<file path="src/rtl/lc3b_types.sv">
// rtl/lc3b_types.sv - shared LC-3b word and write-mask types
package lc3b_types;

  typedef logic [15:0] lc3b_word;
  typedef logic [1:0]  lc3b_mem_wmask;

  localparam lc3b_word      LC3B_WORD_ZERO = 16'h0000;
  localparam lc3b_mem_wmask LC3B_MASK_FULL = 2'b11;

endpackage

</file>
<file path="src/rtl/mem_bridge_timer.sv">
// rtl/mem_bridge_timer.sv - BUSY-cycle watchdog for mem_bridge
// Built only when MEM_BRIDGE_TIMEOUT_EN is defined.
`ifdef MEM_BRIDGE_TIMEOUT_EN
module mem_bridge_timer #(
  parameter int unsigned TIMEOUT_CYCLES = 64
) (
  input  logic clk,
  input  logic reset,
  input  logic clear_i,
  input  logic enable_i,
  output logic expire_o
);

  localparam logic [7:0] LAST_COUNT = 8'(TIMEOUT_CYCLES - 1);

  logic [7:0] count_q;
  logic [7:0] count_d;

  // Count saturates at the last value so a stalled enable cannot wrap.
  always_comb begin
    count_d = count_q;
    if (clear_i) begin
      count_d = '0;
    end else if (enable_i && (count_q != LAST_COUNT)) begin
      count_d = count_q + 8'd1;
    end
  end

  always_ff @(posedge clk) begin
    if (reset) begin
      count_q <= '0;
    end else begin
      count_q <= count_d;
    end
  end

  assign expire_o = enable_i && (count_q == LAST_COUNT);

endmodule
`endif

</file>
<file path="src/rtl/mem_bridge.sv">
// rtl/mem_bridge.sv - LC-3b CPU to physical-memory request bridge (IDLE/BUSY/DONE)
// Optional BUSY watchdog enabled by MEM_BRIDGE_TIMEOUT_EN.
module mem_bridge
  import lc3b_types::*;
#(
  parameter int unsigned TIMEOUT_CYCLES = 64
) (
  input  logic          clk,
  input  logic          reset,
  input  logic          mem_read,
  input  logic          mem_write,
  input  lc3b_word      mem_address,
  input  lc3b_word      mem_wdata,
  input  lc3b_mem_wmask mem_byte_enable,
  output lc3b_word      mem_rdata,
  output logic          mem_resp,
  output logic          pmem_read,
  output logic          pmem_write,
  output lc3b_word      pmem_address,
  output lc3b_word      pmem_wdata,
  output lc3b_mem_wmask pmem_byte_enable,
  input  lc3b_word      pmem_rdata,
  input  logic          pmem_resp,
  output logic          timeout_err
);

  typedef enum logic [1:0] {
    ST_IDLE,
    ST_BUSY,
    ST_DONE
  } state_e;

  if ((TIMEOUT_CYCLES < 1) || (TIMEOUT_CYCLES > 255)) begin : g_bad_timeout
    $error("mem_bridge: TIMEOUT_CYCLES must be in 1..255");
  end

  state_e        state_q, state_d;
  logic          op_read_q, op_read_d;
  lc3b_word      addr_q, addr_d;
  lc3b_word      wdata_q, wdata_d;
  lc3b_word      rdata_q, rdata_d;
  lc3b_mem_wmask be_q, be_d;
  logic          err_q, err_d;
  logic          expire;

`ifdef MEM_BRIDGE_TIMEOUT_EN
  mem_bridge_timer #(
    .TIMEOUT_CYCLES(TIMEOUT_CYCLES)
  ) u_timer (
    .clk     (clk),
    .reset   (reset),
    .clear_i (state_q != ST_BUSY),
    .enable_i(state_q == ST_BUSY),
    .expire_o(expire)
  );
`else
  assign expire = 1'b0;
`endif

  // CPU inputs are only looked at in IDLE; everything downstream runs off the capture registers.
  always_comb begin
    state_d   = state_q;
    op_read_d = op_read_q;
    addr_d    = addr_q;
    wdata_d   = wdata_q;
    rdata_d   = rdata_q;
    be_d      = be_q;
    err_d     = err_q;
    unique case (state_q)
      ST_IDLE: begin
        if (mem_read || mem_write) begin
          op_read_d = mem_read;
          addr_d    = mem_address;
          if (mem_read) begin
            be_d = LC3B_MASK_FULL;
          end else begin
            wdata_d = mem_wdata;
            be_d    = mem_byte_enable;
          end
          state_d = ST_BUSY;
        end
      end
      ST_BUSY: begin
        // A response landing in the expiry cycle still counts as a normal completion.
        if (pmem_resp) begin
          if (op_read_q) begin
            rdata_d = pmem_rdata;
          end
          state_d = ST_DONE;
        end else if (expire) begin
          rdata_d = LC3B_WORD_ZERO;
          err_d   = 1'b1;
          state_d = ST_DONE;
        end
      end
      ST_DONE: begin
        state_d = ST_IDLE;
      end
      default: begin
        state_d = ST_IDLE;
      end
    endcase
  end

  always_ff @(posedge clk) begin
    if (reset) begin
      state_q   <= ST_IDLE;
      op_read_q <= 1'b0;
      addr_q    <= LC3B_WORD_ZERO;
      wdata_q   <= LC3B_WORD_ZERO;
      rdata_q   <= LC3B_WORD_ZERO;
      be_q      <= '0;
      err_q     <= 1'b0;
    end else begin
      state_q   <= state_d;
      op_read_q <= op_read_d;
      addr_q    <= addr_d;
      wdata_q   <= wdata_d;
      rdata_q   <= rdata_d;
      be_q      <= be_d;
      err_q     <= err_d;
    end
  end

  assign pmem_read        = (state_q == ST_BUSY) && op_read_q;
  assign pmem_write       = (state_q == ST_BUSY) && !op_read_q;
  assign pmem_address     = addr_q;
  assign pmem_wdata       = wdata_q;
  assign pmem_byte_enable = be_q;
  assign mem_resp         = (state_q == ST_DONE);
  assign mem_rdata        = rdata_q;
  assign timeout_err      = err_q;

endmodule

</file>
<file path="config.mk">
export PLATFORM = sky130hd
export DESIGN_NAME = mem_bridge
export DESIGN_NICKNAME = d
export VERILOG_FILES = /design/src/rtl/lc3b_types.sv /design/src/rtl/mem_bridge_timer.sv /design/src/rtl/mem_bridge.sv
export SDC_FILE = /design/constraint.sdc
export NUM_CORES = 1
export LEC_CHECK = 0
export CAP_MARGIN = 20
export CORE_UTILIZATION = 41
export DETAILED_ROUTE_END_ITERATION = 10
export PLACE_DENSITY = 0.84
export SYNTH_ARGS = -nofsm -noshare
export SYNTH_HDL_FRONTEND = slang
export SYNTH_SLANG_ARGS = --single-unit
export TNS_END_PERCENT = 50
</file>
<file path="constraint.sdc">
create_clock -name clk -period 3.97 [get_ports clk]
set_clock_uncertainty 0.15 [all_clocks]
set_input_delay 0.794 -clock clk [delete_from_list [all_inputs] [get_ports clk]]
set_output_delay 0.794 -clock clk [all_outputs]
set_load 0.02 [all_outputs]
</file>
==> metrics.md <==
| Metric | Value |
|---|---|
| Status | `finished, final reports clean` |
| DP Area | `0.00305 sq mm` |
| Slew @ Worst Pin | `0.949 ns` |
| Register share of total power | `50.2%` |
| CP Capture Type | `primary output` |
| Hold_sp | `mem_rdata[0]` |
| Area growth, synth to finish | `56.6%` |
| Sink Count | `53` |
| Clock Tree Buf Depth | `2` |
| Post-synthesis cell area | `0.00201 sq mm` |
| Ant. Diodes | `0` |
| Worst slew margin | `36.8%` |
| CP max FO | `11` |
| GP Congestion | `0.750` |
| FILL cells | `399` |
| Worst R2R Setup Slack | `2.16 ns` |
| Avg Inst Size Synth | `8.15 sq um` |
| Max rail drop VDD | `0.000204 V` |
| Synthesis-stage register bit count | `53` |
| Final hold viol count | `0` |
| Hold Crit Class | `flip-flop to flip-flop` |
| Syn Nets | `302` |
| Core area | `0.00472 sq mm` |
| Worst EP arrival | `1.70 ns` |
| Crit Path Category | `flip-flop to primary output` |
| FMAX | `378 MHz` |
| Sequential-to-total area share from yosys stat | `52.7%` |
| Area of the multi-input gates | `823 sq um` |
| Die W | `72.1 um` |
| Layout cells sized above 1 | `4.12%` |
| Ports | `109` |
| DRT antenna net count | `0` |
| Worst Hold Endpoint | `mem_rdata[0]` |
| Sw frac | `25.2%` |
| Port Buffer Count | `107` |
| FFs w/ async S/R, synth | `0%` |
| Clock Power Share | `30.1%` |
| Register Area | `0.00106 sq mm` |
| Drt total wl | `5300 um` |
| Power per standard cell area | `365 mW/mm^2` |
| Die area | `0.00519 sq mm` |
| Detailed Route Iter0 Violations | `92` |
| Post-route DRC violation count | `0` |
| CTS tree | `done` |
| Worst setup path startpoint | `state_q[0]` |
| Clock latency on the worst-skew pair | `0.29 ns` |
| Vias | `1998` |
| Gr usage total | `20.1%` |
| Total power | `1.15 mW` |
| Launch point of the worst reg-to-reg path | `state_q[1]` |
| R2R depth | `3` |
| Num CTS Buffers | `5` |
| RR Endpoint | `pmem_wdata[15]` |
| Crit path time final | `2.65 ns` |
| Hold Buf Count CTS | `0` |
| Initial antenna violation count | `0` |
| Most used DFF post-synth | `dfxtp_1` |
| Leakage power | `1.11 nW` |
| Final Setup Violations | `0` |
| Post-Syn Instances | `247` |
| Final Instance Area | `0.00315 sq mm` |
| Fin crit share | `66.7%` |
| Cell variety after synth | `28` |
| Remaining Overflow, GRT | `0` |
| Required time worst endpoint | `3.03 ns` |
| Post-synth EDFFs | `0` |
| Layout net count | `395` |
| Post-CTS Setup Bufs | `0` |
| Number of vias per cell | `4.91` |
| # rows | `25` |
| Final setup margin | `1.32 ns` |
| Setup_tns | `0 ns` |
| Logic pwr share | `19.7%` |
| Psw | `0.290 mW` |
| MaxCap Viol Count | `0` |
| Internal power | `0.860 mW` |
| HPWL after DPL | `3660 um` |
| Fin util | `66.8%` |
| Largest net degree at the start of global routing | `54` |
| Chip height | `72.1 um` |
| Global-route wire length before repair | `8240 um` |
| Worst Hold Depth | `2` |
| WL per Instance | `13.0 um` |
| H-tree depth | `2` |
| Crit start category | `flip-flop` |
| Pre-antenna DRT Iters | `4` |
| Clock-pin slew on the worst setup and hold paths | `0.09 ns` |
| Resized cells post-CTS | `0` |
| Post-place setup slack | `1.21 ns` |
| Final Max Tran Viols | `0` |
| Vias in the first global route | `1803` |
| RSZ-0062 raised after global routing | `no` |
| Initial Util | `42.6%` |
| Ys Warns | `0` |
| Root Driver | `clkbuf_8` |
## synthesized netlist by cell type, types with 2 or more instances
cell       n  share of area, %
a21oi_1   51                13
buf_2      4              0.99
buf_4      2              0.75
buf_6      2               1.1
clkbuf_1  13               2.4
dfxtp_1   53                53
inv_1      2              0.37
nand2_1   64                12
nand3_1   16               4.0
nor2_1     5              0.93
nor3b_1    2              0.75
o21ai_0   17               4.2
## critical path, cell delays in order (launching register included)
cell and delay [ns]:
dfxtp_1 0.53, nor3b_1 0.22, clkdlybuf4s50_1 0.65
## placed cells by master, fill, tap and decap left out, drive strengths merged, types with 2 or more instances in the layout
cell / Yosys / layout
dfxtp: 53 / 53
inv: 2 / 2
nand2: 65 / 65
clkdlybuf4s50: 0 / 106
or2: 2 / 2
clkbuf: 13 / 5
a21oi: 51 / 51
buf: 9 / 2
nand3: 16 / 16
nor2: 5 / 5
o21ai: 17 / 17
nor3b: 2 / 2
## registers in the layout, indices dropped and copies added, names as in the netlist
name / cells
mem_rdata: 16
op_read_q: 1
pmem_address: 16
pmem_byte_enable: 2
pmem_wdata: 16
state_q: 2
## worst max-delay path by stage
stage                     endpoint  slack (ns)
6_report                pmem_write        1.32
3_3_place_gp   pmem_byte_enable[1]        1.25
5_1_grt                 pmem_write        1.20
2_1_floorplan       pmem_wdata[10]        1.99
3_5_place_dp   pmem_byte_enable[1]        1.21
4_1_cts                 pmem_write        1.29
## metal layers
metal / vias up / GRT usage (%) / part of all wire (%) / routed length, um
met1: 910 / 24.0 / 44 / 2310
met3: 2 / 5.69 / 7.2 / 381
met2: 82 / 35.1 / 49 / 2580
li1: 1004 / - / - / -
met5: - / 0 / 0 / 0
met4: 0 / 5.88 / 0.49 / 26
## layout make-up
class,instances,area share (%)
Clock buffer,5,2.18
Clock inverter,2,1.11
Inverter,2,0.238
Multi-Input combinational cell,170,26.1
Sequential cell,53,33.7
Tap cell,67,2.66
Timing Repair Buffer,108,34.0
## kinds of logic (layout without fill, tap and decap cells)
kind of cell / Yosys count / after routing / synth area share (%)
AND/OR/NAND/NOR: 99 / 99 / 23.1
AO/OA/AOI/OAI: 70 / 70 / 17.6
flip-flops: 53 / 53 / 52.7
buffers and inverters: 24 / 117 / 6.40
other: 1 / 1 / 0.186
## through the flow
| stage | hold WS, ns | std cells |
|---|---|---|
| after detailed placement | 0.296 | 400 |
| after global placement | 0.291 | 400 |
| after global routing | 0.324 | 407 |
| after floorplan | 0.330 | 247 |
| after CTS | 0.308 | 407 |
| final | 0.307 | 407 |
## power groups by stage
stage	sequential (mW)	combinational [mW]	clock, mW
2_1_floorplan	0.616	0.0809	0
3_3_place_gp	0.589	0.224	0
3_5_place_dp	0.590	0.226	0
4_1_cts	0.578	0.227	0.358
5_1_grt	0.582	0.243	0.376
6_report	0.578	0.226	0.347
Note: power is estimated with default switching activity, not from simulation.
